`src/rtl/lcd_pkg.sv`:
```
// Shared types, constants and helpers for the HD44780 4-bit writer.
package lcd_pkg;

  typedef enum logic [2:0] {
    ST_POWERUP,
    ST_INIT,
    ST_IDLE,
    ST_NIB_HI,
    ST_NIB_LO,
    ST_WAIT
  } lcd_state_e;

  typedef enum logic [1:0] {
    PH_IDLE,
    PH_SETUP,
    PH_EHI,
    PH_HOLD
  } lcd_phase_e;

  // Command latched at accept time.
  typedef struct packed {
    logic       rs;
    logic [7:0] data;
  } lcd_cmd_t;

  localparam logic [3:0] LCD_INIT_NIB_8BIT = 4'h3;
  localparam logic [3:0] LCD_INIT_NIB_4BIT = 4'h2;
  localparam logic [7:0] LCD_CMD_CLEAR     = 8'h01;
  localparam logic [7:0] LCD_CMD_HOME      = 8'h02;

  // Clear (0x01) and return-home (0x02/0x03) need the long execution wait.
  function automatic logic lcd_is_long_cmd(input logic rs, input logic [7:0] data);
    return !rs && (data[7:2] == 6'd0) && (data != 8'd0);
  endfunction

  function automatic int unsigned lcd_max(input int unsigned a, input int unsigned b);
    return (a > b) ? a : b;
  endfunction

endpackage

```
`src/rtl/lcd_nibble_tx.sv`:
```
// Drives one nibble onto the LCD bus: setup, enable-high, hold.
// Phase timing runs on the top-level shared down-counter via cnt_load/cnt_zero.
module lcd_nibble_tx #(
  parameter int unsigned SETUP_CYC  = 2,
  parameter int unsigned E_HIGH_CYC = 12,
  parameter int unsigned HOLD_CYC   = 4,
  parameter int unsigned CNT_W      = 4
) (
  input  logic             clock,
  input  logic             reset,
  input  logic             start,
  input  logic             rs,
  input  logic [3:0]       nibble,
  input  logic             cnt_zero,
  output logic             done,
  output logic             cnt_load,
  output logic [CNT_W-1:0] cnt_load_val,
  output logic             lcd_rs,
  output logic             lcd_e,
  output logic [3:0]       lcd_d
);
  import lcd_pkg::*;

  localparam logic [CNT_W-1:0] SETUP_LOAD = CNT_W'(SETUP_CYC - 1);
  localparam logic [CNT_W-1:0] EHI_LOAD   = CNT_W'(E_HIGH_CYC - 1);
  localparam logic [CNT_W-1:0] HOLD_LOAD  = CNT_W'(HOLD_CYC - 1);

  lcd_phase_e phase, phase_d;
  logic       rs_d;
  logic       e_d;
  logic [3:0] d_d;

  // Last hold cycle; kept out of the next-state block so start never loops back into it.
  assign done = (phase == PH_HOLD) && cnt_zero;

  // Phase register and registered pin outputs.
  always_ff @(posedge clock or posedge reset) begin
    if (reset) begin
      phase  <= PH_IDLE;
      lcd_rs <= 1'b0;
      lcd_e  <= 1'b0;
      lcd_d  <= 4'h0;
    end else begin
      phase  <= phase_d;
      lcd_rs <= rs_d;
      lcd_e  <= e_d;
      lcd_d  <= d_d;
    end
  end

  // Phase sequencing; bus values stay put until the next start.
  always_comb begin
    phase_d      = phase;
    rs_d         = lcd_rs;
    d_d          = lcd_d;
    cnt_load     = 1'b0;
    cnt_load_val = '0;
    case (phase)
      PH_SETUP: if (cnt_zero) begin
        phase_d      = PH_EHI;
        cnt_load     = 1'b1;
        cnt_load_val = EHI_LOAD;
      end
      PH_EHI: if (cnt_zero) begin
        phase_d      = PH_HOLD;
        cnt_load     = 1'b1;
        cnt_load_val = HOLD_LOAD;
      end
      PH_HOLD: if (done) phase_d = PH_IDLE;
      default: phase_d = phase;
    endcase
    // A start may coincide with the previous nibble's last hold cycle.
    if (start) begin
      phase_d      = PH_SETUP;
      rs_d         = rs;
      d_d          = nibble;
      cnt_load     = 1'b1;
      cnt_load_val = SETUP_LOAD;
    end
    e_d = (phase_d == PH_EHI);
  end

endmodule

```
`src/rtl/lcd_hd44780_writer.sv`:
```
// HD44780 4-bit byte writer: power-on init, valid/ready command port,
// high/low nibble ordering and per-command execution wait.
module lcd_hd44780_writer #(
  parameter int unsigned SETUP_CYC      = 2,
  parameter int unsigned E_HIGH_CYC     = 12,
  parameter int unsigned HOLD_CYC       = 4,
  parameter int unsigned SHORT_WAIT_CYC = 2500,
  parameter int unsigned LONG_WAIT_CYC  = 110000,
  parameter int unsigned POWERUP_CYC    = 750000,
  parameter int unsigned INIT_EN        = 1
) (
  input  logic       clock,
  input  logic       reset,
  input  logic       cmd_valid,
  output logic       cmd_ready,
  input  logic       cmd_rs,
  input  logic [7:0] cmd_data,
  output logic       init_done,
  output logic       lcd_rs,
  output logic       lcd_e,
  output logic [3:0] lcd_d
);
  import lcd_pkg::*;

  localparam int unsigned MAX_CYC = lcd_max(lcd_max(lcd_max(SETUP_CYC, E_HIGH_CYC),
                                                    lcd_max(HOLD_CYC, SHORT_WAIT_CYC)),
                                            lcd_max(LONG_WAIT_CYC, POWERUP_CYC));
  localparam int unsigned CNT_W = $clog2(MAX_CYC + 1);

  localparam logic [CNT_W-1:0] PWR_LOAD   = CNT_W'(POWERUP_CYC - 1);
  localparam logic [CNT_W-1:0] LONG_LOAD  = CNT_W'(LONG_WAIT_CYC - 1);
  localparam logic [CNT_W-1:0] SHORT_LOAD = CNT_W'(SHORT_WAIT_CYC - 1);
  // The IDLE cycle holding the next accept is the last cycle of a byte's wait.
  localparam logic [CNT_W-1:0] LONG_BYTE_LOAD  = CNT_W'(LONG_WAIT_CYC - 2);
  localparam logic [CNT_W-1:0] SHORT_BYTE_LOAD = CNT_W'(SHORT_WAIT_CYC - 2);

  localparam lcd_state_e RESET_ST = (INIT_EN != 0) ? ST_POWERUP : ST_IDLE;

  lcd_state_e       state, state_d;
  logic [CNT_W-1:0] cnt, cnt_d;
  logic             cnt_zero;
  logic [1:0]       init_idx, init_idx_d;
  logic             init_done_d;
  lcd_cmd_t         cmd_q, cmd_q_d;
  logic             top_load;
  logic [CNT_W-1:0] top_load_val;

  logic             tx_start;
  logic             tx_rs;
  logic [3:0]       tx_nib;
  logic             tx_done;
  logic             tx_load;
  logic [CNT_W-1:0] tx_load_val;

  assign cnt_zero = (cnt == '0);

  lcd_nibble_tx #(
    .SETUP_CYC (SETUP_CYC),
    .E_HIGH_CYC(E_HIGH_CYC),
    .HOLD_CYC  (HOLD_CYC),
    .CNT_W     (CNT_W)
  ) u_tx (
    .clock       (clock),
    .reset       (reset),
    .start       (tx_start),
    .rs          (tx_rs),
    .nibble      (tx_nib),
    .cnt_zero    (cnt_zero),
    .done        (tx_done),
    .cnt_load    (tx_load),
    .cnt_load_val(tx_load_val),
    .lcd_rs      (lcd_rs),
    .lcd_e       (lcd_e),
    .lcd_d       (lcd_d)
  );

  // State, shared counter and registered handshake outputs.
  always_ff @(posedge clock or posedge reset) begin
    if (reset) begin
      state     <= RESET_ST;
      cnt       <= PWR_LOAD;
      init_idx  <= 2'd0;
      init_done <= 1'b0;
      cmd_ready <= 1'b0;
      cmd_q     <= '0;
    end else begin
      state     <= state_d;
      cnt       <= cnt_d;
      init_idx  <= init_idx_d;
      init_done <= init_done_d;
      cmd_ready <= (state_d == ST_IDLE) && init_done_d;
      cmd_q     <= cmd_q_d;
    end
  end

  // Shared down-counter: FSM loads win over nibble-phase loads, else count down to zero.
  always_comb begin
    cnt_d = cnt;
    if (top_load)      cnt_d = top_load_val;
    else if (tx_load)  cnt_d = tx_load_val;
    else if (!cnt_zero) cnt_d = cnt - CNT_W'(1);
  end

  // Top-level sequencing: power-up, init nibbles, command accept, nibble order, wait.
  always_comb begin
    state_d      = state;
    init_idx_d   = init_idx;
    init_done_d  = init_done;
    cmd_q_d      = cmd_q;
    top_load     = 1'b0;
    top_load_val = '0;
    tx_start     = 1'b0;
    tx_rs        = 1'b0;
    tx_nib       = 4'h0;
    case (state)
      ST_POWERUP: if (cnt_zero) begin
        state_d  = ST_INIT;
        tx_start = 1'b1;
        tx_nib   = LCD_INIT_NIB_8BIT;
      end
      ST_INIT: if (tx_done) begin
        state_d      = ST_WAIT;
        top_load     = 1'b1;
        top_load_val = (init_idx == 2'd3) ? SHORT_LOAD : LONG_LOAD;
      end
      ST_WAIT: if (cnt_zero) begin
        if (init_done) begin
          state_d = ST_IDLE;
        end else if (init_idx == 2'd3) begin
          state_d     = ST_IDLE;
          init_done_d = 1'b1;
        end else begin
          state_d    = ST_INIT;
          init_idx_d = init_idx + 2'd1;
          tx_start   = 1'b1;
          tx_nib     = (init_idx == 2'd2) ? LCD_INIT_NIB_4BIT : LCD_INIT_NIB_8BIT;
        end
      end
      ST_IDLE: begin
        if (!init_done) begin
          init_done_d = 1'b1;
        end else if (cmd_valid && cmd_ready) begin
          cmd_q_d.rs   = cmd_rs;
          cmd_q_d.data = cmd_data;
          state_d      = ST_NIB_HI;
          tx_start     = 1'b1;
          tx_rs        = cmd_rs;
          tx_nib       = cmd_data[7:4];
        end
      end
      ST_NIB_HI: if (tx_done) begin
        state_d  = ST_NIB_LO;
        tx_start = 1'b1;
        tx_rs    = cmd_q.rs;
        tx_nib   = cmd_q.data[3:0];
      end
      ST_NIB_LO: if (tx_done) begin
        if (lcd_is_long_cmd(cmd_q.rs, cmd_q.data)) begin
          if (LONG_WAIT_CYC > 1) begin
            state_d      = ST_WAIT;
            top_load     = 1'b1;
            top_load_val = LONG_BYTE_LOAD;
          end else begin
            state_d = ST_IDLE;
          end
        end else begin
          if (SHORT_WAIT_CYC > 1) begin
            state_d      = ST_WAIT;
            top_load     = 1'b1;
            top_load_val = SHORT_BYTE_LOAD;
          end else begin
            state_d = ST_IDLE;
          end
        end
      end
      default: state_d = RESET_ST;
    endcase
  end

endmodule
```
`config.mk`:
```
export PLATFORM = sky130hd
export DESIGN_NAME = lcd_hd44780_writer
export DESIGN_NICKNAME = d
export VERILOG_FILES = /design/src/rtl/lcd_pkg.sv /design/src/rtl/lcd_nibble_tx.sv /design/src/rtl/lcd_hd44780_writer.sv
export SDC_FILE = /design/constraint.sdc
export NUM_CORES = 1
export LEC_CHECK = 0
export ABC_CLOCK_PERIOD_IN_PS = 6300
export CELL_PAD_IN_SITES_DETAIL_PLACEMENT = 0
export CELL_PAD_IN_SITES_GLOBAL_PLACEMENT = 1
export CORE_UTILIZATION = 49
export DETAILED_ROUTE_END_ITERATION = 8
export GPL_TIMING_DRIVEN = 0
export PLACE_DENSITY_LB_ADDON = 0.15
export SLEW_MARGIN = 20
export SYNTH_ARGS = -nofsm -noshare
export SYNTH_HDL_FRONTEND = slang
export SYNTH_HIERARCHICAL = 1
export SYNTH_SLANG_ARGS = --single-unit
```
`constraint.sdc`:
```
create_clock -name clock -period 6.3 [get_ports clock]
set_clock_uncertainty 0.05 [all_clocks]
set_input_delay 0.945 -clock clock [delete_from_list [all_inputs] [get_ports clock]]
set_output_delay 0.945 -clock clock [all_outputs]
set_load 0.01 [all_outputs]
```
==> flow_summary.yaml <==
worst_setup_path:
  path_class: "register to register"
  cp_cell_sequence: "inv_1 > ha_1 > or4b_2 > clkbuf_1 > nor3_1 > nor2b_1 > and2_1 > clkbuf_1 > and4_1 > buf_1 > nor2_1 > nand2_1 > buf_2 > nand2b_1 > clkbuf_1 > inv_1 > a21bo_2 > clkbuf_1 > a211oi_1"
  path_max_fanout: 10
  critPathTopFamily: "simple AND/OR/NAND/NOR gates"
  reg2reg_depth: 19
  required_ps: 6450
  cp_data_arrival_time_ps: 5510
  path_common_cell: "clkbuf_1"
  cp_num_buf_inv: 8
  cp-start-kind: "register"
  endpoint_kind: "register"
  max_stage_delay_ps: 590
  crit-reg2reg-launch: "cnt[0]$_DFFE_PP1P_"
  worst_path_max_delay_cell: "or4b_2"
  cp.depth: 19
  worstSetupStartpoint: "cnt[0]$_DFFE_PP1P_"
global_routing:
  grt-ovfl-total: 0
  antenna_found_initial: 0
  grt_pass1_wl_um: 10700
  grt_pass1_vias: 2231
  grtUsageTotal: 0.229
  grt_max_degree: 21
pwr:
  p_sw_uw: 102
  power_frac_seq: 0.591
  swShare: 0.214
  leakage_uw: 0.00134
  ir_drop_v: 0.000100
  p_clk_frac: 0.358
  cellPowerDensity_nw_per_um2: 149
  p_total_uw: 478
  pwr-share-comb: 0.051
  p_int_uw: 376
cells_and_area:
  fin_nets: 357
  antenna_cells: 0
  syn_to_final_growth_pct: 16.3
  final_util: 0.610
  drive_above_1_share: 0.192
  fillers: 493
timing:
  fin_ws_ps: 939
  period_minus_slack_ps: 5360
  period_share: 0.851
  rsz0062_at_grt: "no"
  drv_slew: 0
  finalSetupViolations: 0
  hold_viol: 0
  finalSetupTns_ps: 0
  clock.fmax_mhz: 187
  slew_headroom: 0.305
  tightest_slew_ps: 1030
placed_design:
  portBuffers: 19
  hpwl_um: 4370
  place_congestion: 0.798
  place_ws_ps: 994
route:
  wl_per_cell_um: 14.7
  highest_layer: "met4"
  viasPerCell: 5.35
  wl_met3_um: 282
  wl_met1_um: 3010
  wl_met2_um: 2680
  drt-initial-drc-count: 160
  routed_wl_um: 6020
  vias: 2189
  drc: 0
  ant_nets: 0
  dr.pass1.iters: 4
synth:
  async_reset_ff_frac: 1.00
  synth-edff-count: 0
  synth_area_per_cell_um2: 9.36
  yosysWarnings: 6
  syn-instance-count: 295
  synth_cell_types: 55
  synthFlopType: "dfrtp_1"
  yosysMostFrequentCell: "dfrtp_1"
  yosysTopAreaCellShare: 0.281
  synth-seq-area-share: 0.404
  ys_top_cells_by_count: "dfrtp_1, nor2_1, nand2_1"
  synthTopCellsByArea: "dfrtp_1, dfstp_2, mux2_2"
  ys_seq_elements: 44
  netlist_area_um2: 2760
  synth_area_leader_cell: "dfrtp_1"
clocking:
  h-tree-depth: 2
  cts_num_sinks: 44
  postCtsResizedCells: 0
  cts_tree: "yes"
  numCtsBuffers: 5
  cts-hold-fix-buffers: 0
  post_cts_buffers: 0
  root_buffer: "clkbuf_8"
  clk_path_buf_depth: 2
  clk_latency_ps: 290
  clk_pin_slew_worst_paths_ps: 80
floorplanning:
  coreArea_um2: 5270
  start_util: 0.524
  ios: 20
  dieArea_um2: 5940
  std_cell_rows: 26
  die_h_um: 77.1
  die_w_um: 77.1
job:
  maxCapViolCount: 0
hold_path:
  hold_depth: 1
  min_path_type: "register to register"
  worstHoldStart: "init_idx[0]$_DFFE_PP0P_"
status:
  outcome: "completed"
==> metal layers <==
layer  global-route usage  up-vias
met5                    0        -
met4               0.0604        0
met2                0.356       44
li1                     -     1093
met3               0.0357        4
met1                0.331     1048
==> worst register-to-register path, delay by kind of cell, from the launching register on <==
kind            cells  cell delay, ps
simple gates        8            2230
fa+ha+maj           1             210
buf+inv             8            1910
flops               1             390
compound gates      2             470
==> worst paths after layout <==
path                       slack (ps)                   endpoint
min in group asynchronous         900  u_tx/lcd_d[2]$_DFFE_PP0P_
max in group asynchronous        4730         cnt[5]$_DFFE_PP1P_
min                               460    init_idx[0]$_DFFE_PP0P_
min reg2reg                       460    init_idx[0]$_DFFE_PP0P_
max                               940        cnt[18]$_DFFE_PP0P_
max reg2reg                       940        cnt[18]$_DFFE_PP0P_
==> sequential cells by signal (all words and copies together) (netlist names) <==
name,flops
init_done,1
init_idx,2
cmd_q,9
u_tx/lcd_rs,1
u_tx/phase,2
u_tx/lcd_d,4
cnt,20
state,3
u_tx/lcd_e,1
cmd_ready,1
==> power groups by stage <==
stage	combinational [µW]	clock, µW	sequential, µW
floorplan	13.1	0	288
global placement	22.2	0	288
detailed placement	24.8	0	288
CTS	24.7	178	283
global route	27.6	186	283
finish	24.5	171	283
==> kinds of logic after synthesis <==
kind of cell               share of synthesized area
DFF                                            0.404
other                                        0.00136
AOI/OAI and AO/OA                              0.164
xor gates and xnor gates                      0.0507
and+or+nand+nor                                0.195
buffers and inverters                         0.0919
adders and majority gates                     0.0317
muxes                                         0.0607
==> stage by stage <==
| stage | instances | instance area, µm² | hold WS, ps |
|---|---|---|---|
| finish | 409 | 3210 | 461 |
| global route | 409 | 3210 | 494 |
| CTS | 409 | 3210 | 467 |
| detailed placement | 401 | 3130 | 451 |
| global placement | 400 | 3100 | 443 |
| floorplan | 311 | 2820 | 423 |
==> final cells by class <==
cell class | instances | area [µm²] | area share
flip-flops and latches | 44 | 1120 | 0.348
well taps | 70 | 87.6 | 0.0273
inverters | 15 | 56.3 | 0.0175
multi-input cells | 219 | 1460 | 0.453
plain buffers | 33 | 198 | 0.0615
clock buffers | 8 | 80.1 | 0.0249
repair buffers | 20 | 218 | 0.0678
==> cells in the final DEF, fill, tap and decap left out, drive strengths merged, types with 10 or more instances in the layout <==
cell type / instances
buf: 22
nor2: 24
nor3: 11
o21ai: 11
clkbuf: 20
a21oi: 17
nand2: 22
clkdlybuf4s50: 19
inv: 15
mux2: 14
xnor2: 10
dfrtp: 31
dfstp: 13
conb: 17
Note: power is estimated with default switching activity, not from simulation.
